**config.mk**
```make
export PLATFORM = sky130hd
export DESIGN_NAME = piso_serializer
export DESIGN_NICKNAME = d
export VERILOG_FILES = /design/src/rtl/piso_serializer.sv
export SDC_FILE = /design/constraint.sdc
export NUM_CORES = 1
export LEC_CHECK = 0
export ABC_AREA = 1
export BUFFER_PORTS_ARGS = -buffer_cell sky130_fd_sc_hd__buf_2
export CAP_MARGIN = 30
export CORE_AREA = 2 2 39 41
export CTS_BUF_LIST = sky130_fd_sc_hd__clkbuf_4
export CTS_CLUSTER_DIAMETER = 60
export DETAILED_ROUTE_END_ITERATION = 12
export DIE_AREA = 0 0 41 43
export SYNTH_ARGS = -nofsm -noshare
export SYNTH_HDL_FRONTEND = slang
export SYNTH_SLANG_ARGS = --single-unit
```
**constraint.sdc**
```tcl
create_clock -name clk -period 2.4 [get_ports clk]
set_input_delay 0.12 -clock clk [delete_from_list [all_inputs] [get_ports clk]]
set_output_delay 0.12 -clock clk [all_outputs]
set_load 0.05 [all_outputs]
```
**src/rtl/piso_serializer.sv**
```systemverilog
// rtl/piso_serializer.sv - parallel-in serial-out serializer with one-deep holding register
//
// Purpose: accepts WIDTH-bit words over a valid/ready handshake and emits them
// one bit per clock, feeding a downstream SIPO. A holding register lets the
// next word queue behind the one being shifted, so back-to-back words stream
// with no idle cycle between them.
//
// Ports:
//   clk        - clock, all state updates on the rising edge
//   rst        - synchronous active-high reset
//   data_in    - parallel word to serialize
//   load_valid - data_in is valid this cycle
//   load_ready - a word can be accepted this cycle
//   data_out   - registered serial bit
//   bit_valid  - registered; data_out carries a word bit
//   first_bit  - registered; data_out is the first serial bit of a word
module piso_serializer #(
  parameter int WIDTH     = 4,
  parameter bit MSB_FIRST = 1'b1
) (
  input  logic             clk,
  input  logic             rst,
  input  logic [WIDTH-1:0] data_in,
  input  logic             load_valid,
  output logic             load_ready,
  output logic             data_out,
  output logic             bit_valid,
  output logic             first_bit
);

  localparam int CW = (WIDTH > 1) ? $clog2(WIDTH) : 1;
  localparam logic [CW-1:0] LAST = CW'(WIDTH - 1);

  typedef enum logic {
    IDLE  = 1'b0,
    SHIFT = 1'b1
  } state_t;

  state_t             state_q, state_d;
  logic [CW-1:0]      cnt_q, cnt_d;
  logic [WIDTH-1:0]   shift_q, shift_d;
  logic [WIDTH-1:0]   hold_q, hold_d;
  logic               hold_full_q, hold_full_d;
  logic               data_out_q, data_out_d;
  logic               bit_valid_q, bit_valid_d;
  logic               first_bit_q, first_bit_d;

  logic               accept;
  logic               is_free;

  // Ready never depends on load_valid, only on registered state and reset.
  assign load_ready = !rst && !hold_full_q;
  assign accept     = load_valid && load_ready;

  // The shifter can take a new word on this edge when it is empty or its last
  // bit is currently on the line.
  assign is_free = (state_q == IDLE) || (cnt_q == LAST);

  always_comb begin
    state_d     = state_q;
    cnt_d       = cnt_q;
    shift_d     = shift_q;
    hold_d      = hold_q;
    hold_full_d = hold_full_q;

    if (is_free) begin
      if (hold_full_q) begin
        // Held word moves into the shifter; hold refills only if a word
        // arrives on this same edge.
        shift_d     = hold_q;
        state_d     = SHIFT;
        cnt_d       = '0;
        hold_full_d = accept;
        if (accept) begin
          hold_d = data_in;
        end
      end else if (accept) begin
        // Bypass: straight into the shifter, no gap after the previous word.
        shift_d = data_in;
        state_d = SHIFT;
        cnt_d   = '0;
      end else begin
        state_d = IDLE;
        cnt_d   = '0;
      end
    end else begin
      cnt_d   = cnt_q + CW'(1);
      // The bit to emit is always kept at the output end of the shifter.
      shift_d = MSB_FIRST ? (shift_q << 1) : (shift_q >> 1);
      if (accept) begin
        hold_d      = data_in;
        hold_full_d = 1'b1;
      end
    end

    // Outputs are registered from next state so the first bit appears in the
    // cycle right after the edge that loads the shifter.
    bit_valid_d = (state_d == SHIFT);
    first_bit_d = (state_d == SHIFT) && (cnt_d == '0);
    data_out_d  = 1'b0;
    if (state_d == SHIFT) begin
      data_out_d = MSB_FIRST ? shift_d[WIDTH-1] : shift_d[0];
    end
  end

  always_ff @(posedge clk) begin
    if (rst) begin
      state_q     <= IDLE;
      cnt_q       <= '0;
      shift_q     <= '0;
      hold_q      <= '0;
      hold_full_q <= 1'b0;
      data_out_q  <= 1'b0;
      bit_valid_q <= 1'b0;
      first_bit_q <= 1'b0;
    end else begin
      state_q     <= state_d;
      cnt_q       <= cnt_d;
      shift_q     <= shift_d;
      hold_q      <= hold_d;
      hold_full_q <= hold_full_d;
      data_out_q  <= data_out_d;
      bit_valid_q <= bit_valid_d;
      first_bit_q <= first_bit_d;
    end
  end

  assign data_out  = data_out_q;
  assign bit_valid = bit_valid_q;
  assign first_bit = first_bit_q;

endmodule

```
==> key figures, run 1 <==
Die
  • Ports: 11
  • Die Ht: ~43 um
  • Initial Utilization: between 40% and 50%
  • Row count: 14
  • Core Region: about 0.0014 mm^2
  • Full die area: between 0.0015 and 0.002 mm^2
  • Die width: ~41 um

Finish
  • Final-stage net count: 100
  • Utilization after layout: 48.3%
  • Fillcell total: ~150
  • Synth-to-layout area growth: 16.8%
  • Layout cells sized above 1: roughly a fifth
  • Antenna cells: 0

Detailed routing
  • First drt pass iteration count: 4
  • Drt drc: 0
  • DR vias/cell: 4.82
  • Drt wl/cell: between 9 and 10 um
  • Post-Route WL: ~1100 um
  • Via Count: approximately 520
  • Initial drt markers: 25
  • Number of routed nets with antenna violations: 0

GRT
  • Vias in the first global route: ~440
  • Initial antenna violation count: 0
  • Grt ovf: 0
  • Gr usage total: 15.8%
  • First-pass GRT wire length: around 1800 um
  • Pin count of the biggest net entering global routing: 9

STA
  • Final Cycle Share: 56.6%
  • Setup Viol. Count Final: 0
  • F_max: about 0.74 GHz
  • Minimum clock period: 1.36 ns
  • Fin. max-slew vios: 0
  • Setup TNS: 0 ns
  • RSZ-0062 raised after global routing: no
  • Final hold vios: 0
  • Slew @ Worst Pin: about 0.27 ns
  • Max-slew headroom: between 80% and 90%
  • Layout Skew: about 0.0033 ns

Synth
  • Post-synthesis sequential area ratio: between 40% and 50%
  • Synth Instances: between 70 and 80
  • Syn nets: 85
  • Flops & latches, synth: 14
  • Yosys synthesis warning count: 0
  • Distinct cell type count after synthesis: 14
  • Avg Cell Area, Syn: roughly 7.4 um^2
  • Mapped cell area: between 500 and 600 um^2

Clock network
  • Post-CTS Setup Repair Bufs: 0
  • CTS tree: done
  • Clock Pin Slew Worst Setup and Hold Paths: 0.09 ns
  • Root Buffer: clkbuf_4
  • Num Clock Sinks: 14
  • Clk buf depth: 2
  • Worst skew pair latency: between 0.2 and 0.3 ns
  • # resized after CTS: 0
  • CTS Hold Bufs: 0
  • Total CTS buffers: 3
  • Htree depth: 1

Critical path
  • Startpoint types: flop
  • Crit end category: output port
  • WP data arrival: between 1 and 1.5 ns
  • Worst path max stage delay: approximately 0.37 ns
  • CP max stage cell: dfxtp_1
  • WP data required: approximately 2.3 ns
  • CP Class: reg2out
  • Crit-path max FO: 7
  • Critical Path, Cell by Cell: nor2_2 > buf_2
  • R2r worst-path depth: 7
  • R2R Setup Slk: ~1.1 ns

Run
  • Max-cap viol count: 0

Hold path
  • Min-delay worst type: in2reg
  • Hold path depth: 2

Placed design
  • IO Port Bufs: 10
  • HPWL Detailed: approximately 800 um
  • RePlAce Congestion: between 0.7 and 0.8

Power and ir drop
  • PD cells: between 600 and 700 mW/mm^2
  • Worst vdd ir: 0.311 mV
  • Leakage: approximately 0.30 nW

Status
  • Outcome: complete, no violations
cells in the mapped netlist:
master | n | area share [%]
nor2_1 | 15 | 9.8
dfxtp_1 | 14 | 49
nand2_1 | 14 | 9.2
a21oi_1 | 7 | 6.1
inv_1 | 7 | 4.6
nand3_1 | 7 | 6.1
o21ai_0 | 6 | 5.3
a21oi_2 | 1 | 1.5
clkinv_1 | 1 | 0.66
ha_1 | 1 | 2.2
inv_2 | 1 | 0.66
nand3_2 | 1 | 1.8
nor2_2 | 1 | 1.1
nor2_4 | 1 | 2.0
kinds of logic after synthesis:
kind of cell,after synthesis,share of synthesized area (%)
AOI/OAI and AO/OA,14,12.9
adders and majority gates,1,2.19
buffers and inverters,9,5.91
DFF,14,49.0
and+or+nand+nor,39,30.0
power breakdown:
part	internal [mW]	total, mW	switching, mW
clock network	0.0604	0.139	0.0785
logic	0.0197	0.0667	0.0470
registers	0.243	0.248	0.00481
total	0.323	0.453	0.130
metrics by stage:
step / power, mW / hold WS [ns] / instance area (um^2) / worst slack (ns) / instances
floorplan: 0.301 / 0.189 / 572 / 0.972 / 77
global placement: 0.320 / 0.376 / 642 / 1.13 / 103
detailed placement: 0.320 / 0.378 / 642 / 1.12 / 103
CTS: 0.456 / 0.0773 / 668 / 1.04 / 107
global route: 0.476 / 0.0818 / 668 / 0.971 / 107
finish: 0.453 / 0.0822 / 668 / 1.04 / 107
final timing paths:
check	start	endpoint
worst max-delay path	hold_full_q	load_ready
worst min-delay path	rst	shift_q[1]
worst min register to register	cnt_q[0]	cnt_q[0]
worst max register to register	cnt_q[0]	data_out
critical path, delay by kind of cell, from the launching register on:
kind | cells | cell delay [ns]
buffers and inverters | 1 | 0.32
flip-flops | 1 | 0.37
AND/OR/NAND/NOR | 1 | 0.27
cells in the final DEF (no fill, tap or decap), drive strengths merged:
cell    instances
nand2          14
nand3           8
nor2           17
buf            10
o21ai           6
clkbuf          3
a21oi           8
dfxtp          14
ha              1
inv             8
clkinv          2
per-layer routing:
| layer | global-route usage, % | vias to the layer above | share of wire [%] |
|---|---|---|---|
| li1 | - | 273 | - |
| met1 | 22.6 | 228 | 53 |
| met2 | 18.8 | 11 | 41 |
| met3 | 3.14 | 4 | 3.2 |
| met4 | 14.0 | 0 | 2.9 |
| met5 | 0 | - | 0 |
final cells by class:
class                   instances  area (um^2)  share of cell area [%]
flip-flops and latches         14          280                    41.9
multi-input cells              54          258                    38.6
repair buffers                 10         50.0                    7.49
inverters                       9         33.8                    5.06
clock buffers                   3         22.5                    3.37
well taps                      16         20.0                    3.00
clock inverters                 1         3.75                   0.562
sequential cells by signal, summed over array words and instances, names as in the netlist:
| signal | cells |
|---|---|
| hold_q | 4 |
| shift_q | 4 |
| cnt_q | 2 |
| bit_valid | 1 |
| data_out | 1 |
| first_bit | 1 |
| hold_full_q | 1 |
(Power assumes the default switching activity.)
==> inputs of run 2 (changes only) <==
==> constraint.sdc (replaced) <==
create_clock -name clk -period 1.37 [get_ports clk]
set_input_delay 0.0685 -clock clk [delete_from_list [all_inputs] [get_ports clk]]
set_output_delay 0.0685 -clock clk [all_outputs]
set_load 0.05 [all_outputs]
==> key figures, run 2 (synthesis gave the netlist of run 1 again) <==
Clock network
  • Num Clock Sinks: 14
  • CTS tree: done
  • Total CTS buffers: 3
  • Worst skew pair latency: between 0.2 and 0.3 ns
  • # resized after CTS: 0
  • Htree depth: 1
  • Clock Pin Slew Worst Setup and Hold Paths: approximately 0.080 ns
  • Root Buffer: clkbuf_4
  • Clk buf depth: 2

GRT
  • Met1 Use GR: between 20% and 30%
  • Met2 GRT Util: approximately 23%
  • First-pass GRT wire length: 1930 um
  • Initial antenna violation count: 0
  • Met3 GRT Util: between 3 and 4%
  • Top Usage Layer GRT: met2
  • Vias in the first global route: between 400 and 500
  • Gr usage total: 16.5%
  • Grt ovf: 0
  • Pin count of the biggest net entering global routing: 9

Critical path
  • WP data arrival: ~1.4 ns
  • Crit-path max FO: 6
  • CP Class: reg2reg
  • Setup crit end: data_out
  • R2r worst-path depth: 7
  • Startpoint types: flop
  • Crit end category: flop
  • R2R Setup Slk: ~0.13 ns
  • WP data required: roughly 1.5 ns
  • Critical path startpoint: cnt_q[0]
  • RR Endpoint: data_out
  • Reg-to-Reg Start: cnt_q[0]

Die
  • Full die area: approximately 0.0018 mm^2
  • Initial Utilization: a little over 40%
  • Die Ht: 43 um
  • Die width: between 40 and 50 um
  • Row count: 14
  • Ports: 11
  • Core Region: around 0.0014 mm^2

Placed design
  • IO Port Bufs: 10
  • HPWL Detailed: ~870 um
  • Placed cell count: between 100 and 150
  • RePlAce Congestion: 0.844

Power and ir drop
  • PD cells: around 1200 mW/mm^2
  • Leakage: approximately 0.31 nW
  • Worst vdd ir: about 0.53 mV
  • Total chip power: 0.798 mW

Finish
  • Synth-to-layout area growth: 20.6%
  • Non-Filler Instances: ~110
  • Most frequent cells in the layout: 15 x nor2_1, 14 x nand2_1, 13 x dfxtp_1
  • Final-stage net count: around 100
  • Commonest non-fill, non-tap cell in the layout: nor2_1
  • Utilization after layout: about 50%
  • Antenna cells: 0
  • Fillcell total: roughly 140
  • Layout cells sized above 1: ~23%
  • Biggest regs: hold_q x4, shift_q x4, cnt_q x2

STA
  • Layout Skew: about 0.0030 ns
  • F_max: 0.808 GHz
  • Minimum clock period: between 1 and 1.5 ns
  • Max-slew headroom: between 80% and 90%
  • Final Cycle Share: ~90%
  • Fin. max-slew vios: 0
  • Setup Viol. Count Final: 0
  • Slew @ Worst Pin: between 0.2 and 0.3 ns
  • RSZ-0062 raised after global routing: no
  • Setup TNS: 0 ns
  • Final hold vios: 0

Detailed routing
  • Initial drt markers: 4
  • First drt pass iteration count: 4
  • Drt wl/cell: approximately 10 um
  • Drt drc: 0
  • Via Count: 526
  • DR vias/cell: approximately 4.8
  • Post-Route WL: 1090 um
  • Number of routed nets with antenna violations: 0

Status
  • Outcome: complete, no violations

Run
  • Max-cap viol count: 0

Hold path
  • Min-delay worst type: in2reg
## run 2: worst min-delay path by stage
stage	startpoint	endpoint	slack, ns	cells after the start
after floorplan	rst	shift_q[3]	0.14	1
after global placement	data_in[1]	hold_q[1]	0.34	3
after detailed placement	data_in[1]	hold_q[1]	0.35	3
after CTS	rst	shift_q[1]	0.06	2
after global routing	rst	shift_q[1]	0.07	2
final	rst	shift_q[3]	0.05	2
## run 2: report_power, final
part           switching [mW]  total (mW)  leakage, nW  internal [mW]
Sequential            0.00899       0.435        0.114          0.426
Clock                   0.132       0.238       0.0154          0.106
Combinational          0.0842       0.125        0.184         0.0410
## run 2: what timing repair did
action	4_1_cts	5_1_grt
endpoints found under the setup margin	0	6
setup buffers	0	2
endpoints found under the hold margin	0	0
hold buffers	0	0
## run 2: area by class of cell
cell class                 count  area (um^2)  share of cell area [%]
clock buffer                   3         22.5                    3.27
sequential                    14          282                    40.8
multi-input combinational     54          263                    38.1
inverter                       9         33.8                    4.90
tap                           16         20.0                    2.90
clock inverter                 1         3.75                   0.544
timing repair buffer          12         65.1                    9.44
## run 2: worst max-delay path, cell delays in order (launching register included)
cell and delay [ns]:
dfxtp_1 0.33, ha_1 0.23, nor2_4 0.15, inv_1 0.12, o21ai_0 0.09, inv_1 0.06
nand2_1 0.08, a21oi_1 0.07
## run 2: per-stage QoR
step	worst slack, ns	area [um^2]	hold slack [ns]
6_report	0.132	689	0.0530
5_1_grt	0.00988	689	0.0681
4_1_cts	0.0540	674	0.0586
3_5_place_dp	0.0689	648	0.351
3_3_place_gp	0.100	648	0.340
2_1_floorplan	0.161	578	0.138
## run 2: metal layers
layer / share of wire (%) / up-vias
li1: - / 280
met1: 49 / 227
met2: 42 / 14
met3: 5.0 / 5
met4: 3.5 / 0
met5: 0 / -
==> inputs of run 3 (changes only) <==
--- a/config.mk
+++ b/config.mk
@@ -6,13 +6,14 @@
 export NUM_CORES = 1
 export LEC_CHECK = 0
 export ABC_AREA = 1
-export BUFFER_PORTS_ARGS = -buffer_cell sky130_fd_sc_hd__buf_2
+export BUFFER_PORTS_ARGS = -buffer_cell sky130_fd_sc_hd__buf_4
 export CAP_MARGIN = 30
 export CORE_AREA = 2 2 39 41
 export CTS_BUF_LIST = sky130_fd_sc_hd__clkbuf_4
 export CTS_CLUSTER_DIAMETER = 60
 export DETAILED_ROUTE_END_ITERATION = 12
 export DIE_AREA = 0 0 41 43
+export SETUP_SLACK_MARGIN = 0.02
 export SYNTH_ARGS = -nofsm -noshare
 export SYNTH_HDL_FRONTEND = slang
 export SYNTH_SLANG_ARGS = --single-unit
==> key figures, run 3 (synthesis gave the netlist of run 1 again) <==
Finish
  • Biggest regs: hold_q x4, shift_q x4, cnt_q x2
  • Most frequent cells in the layout: 15 x nor2_1, 14 x nand2_1, 13 x dfxtp_1, 13 x buf_4
  • Commonest non-fill, non-tap cell in the layout: nor2_1
  • Synth-to-layout area growth: 28.0%
  • Antenna cells: 0
  • Utilization after layout: between 50% and 60%
  • Layout cells sized above 1: between 20 and 25%
  • Final-stage net count: 104
  • Non-Filler Instances: around 110
  • Post-route cell area: ~730 um^2

STA
  • Minimum clock period: 1.26 ns
  • Final Hold Slack: 0.0433 ns
  • Max-slew headroom: between 80% and 90%
  • Final hold vios: 0
  • Setup TNS: 0 ns
  • Final Cycle Share: between 90% and 100%
  • Setup ws final: 0.114 ns
  • RSZ-0062 raised after global routing: no
  • F_max: between 0.7 and 0.8 GHz
  • Slew @ Worst Pin: around 0.24 ns
  • Setup Viol. Count Final: 0
  • Layout Skew: around 0.0026 ns
  • Fin. max-slew vios: 0

Detailed routing
  • Number of routed nets with antenna violations: 0
  • DR vias/cell: between 5 and 6
  • Via Count: between 500 and 600
  • Post-Route WL: 1170 um
  • Drt drc: 0
  • Initial drt markers: 8
  • First drt pass iteration count: 4
  • Drt wl/cell: between 10 and 15 um

Hold path
  • Min-delay worst type: in2reg
  • Hold path depth: 3
  • Hold EP: hold_q[1]
  • HP Start: data_in[1]

Clock network
  • Root Buffer: clkbuf_4
  • Total CTS buffers: 3
  • Worst skew pair latency: around 0.28 ns
  • Htree depth: 1
  • Num Clock Sinks: 14
  • Clock Pin Slew Worst Setup and Hold Paths: approximately 0.080 ns
  • CTS tree: done
  • Clk buf depth: 2

Die
  • Core Region: 0.00138 mm^2
  • Die Ht: 43 um
  • Initial Utilization: 41.3%
  • Die width: 41 um
  • Ports: 11
  • Row count: 14
  • Full die area: about 0.0018 mm^2

Placed design
  • Placed inst area: between 600 and 700 um^2
  • IO Port Bufs: 10
  • RePlAce Congestion: 0.877
  • DP Worst Slack: 0.0962 ns
  • HPWL Detailed: around 850 um
  • Placed cell count: 103

Power and ir drop
  • Total chip power: around 0.82 mW
  • Clock power share: roughly 29%
  • P_sw: between 0.2 and 0.25 mW
  • Sequential share of power: between 50% and 60%
  • Sw Ratio: between 20 and 30%
  • Gate power share: approximately 17%
  • Leakage: between 0.3 and 0.4 nW
  • PD cells: ~1100 mW/mm^2
  • Internal: between 0.5 and 0.6 mW
  • Worst vdd ir: between 0.4 and 0.5 mV

Critical path
  • Startpoint types: flop
  • Reg-to-Reg Start: cnt_q[0]
  • WP data arrival: around 1.4 ns
  • R2r worst-path depth: 7
  • Crit end category: flop
  • RR Endpoint: data_out
  • Crit-path max FO: 6
  • CP Class: reg2reg
  • WP data required: roughly 1.6 ns
  • R2R Setup Slk: around 0.11 ns
  • Critical path startpoint: cnt_q[0]

GRT
  • Pin count of the biggest net entering global routing: 9
  • Vias in the first global route: 466
  • First-pass GRT wire length: between 1500 and 2000 um
  • Grt ovf: 0
  • Gr usage total: between 10% and 20%
  • Initial antenna violation count: 0

Status
  • Outcome: complete, no violations

Run
  • Max-cap viol count: 0
-- run 3: how the worst max path moves through the flow --
stage | end | slack, ns | cells past startpoint
after floorplan | data_out | 0.16 | 7
after global placement | data_out | 0.11 | 7
after detailed placement | shift_q[3] | 0.1 | 7
after CTS | data_out | 0.06 | 7
after global routing | shift_q[3] | 0.009 | 7
final | data_out | 0.11 | 7
-- run 3: what timing repair did --
action,in CTS,in global routing
buffers inserted,0,3
resized for setup,0,0
hold buffers,0,1
setup endpoints to repair,0,8
hold endpoints to repair,0,2
-- run 3: area by class of cell --
| type | instances | area [um^2] |
|---|---|---|
| fill | 133 | 652 |
| sequential | 14 | 282 |
| multi-input combinational | 54 | 263 |
| timing repair buffer | 14 | 108 |
| inverter | 9 | 33.8 |
| clock buffer | 3 | 22.5 |
| tap | 16 | 20.0 |
| clock inverter | 1 | 3.75 |
-- run 3: layer usage --
metal / wire length, um / up-vias / GRT usage [%]
li1: - / 285 / -
met1: 559 / 251 / 21.5
met2: 522 / 15 / 23.8
met3: 49 / 5 / 6.28
met4: 36 / 0 / 12.0
met5: 0 / - / 0
-- run 3: power groups by stage --
| stage | clock [mW] | combinational (mW) | sequential (mW) |
|---|---|---|---|
| CTS | 0.246 | 0.128 | 0.436 |
| detailed placement | 0 | 0.127 | 0.446 |
| global route | 0.269 | 0.157 | 0.438 |
| floorplan | 0 | 0.0642 | 0.464 |
| global placement | 0 | 0.128 | 0.446 |
| finish | 0.240 | 0.141 | 0.436 |
-- run 3: critical path, cell delays in order (launching register included) --
cell and delay [ns]:
dfxtp_1 0.33, ha_1 0.23, nor2_4 0.16, inv_1 0.13, o21ai_0 0.10, inv_1 0.05, nand2_1 0.09, a21oi_1 0.06
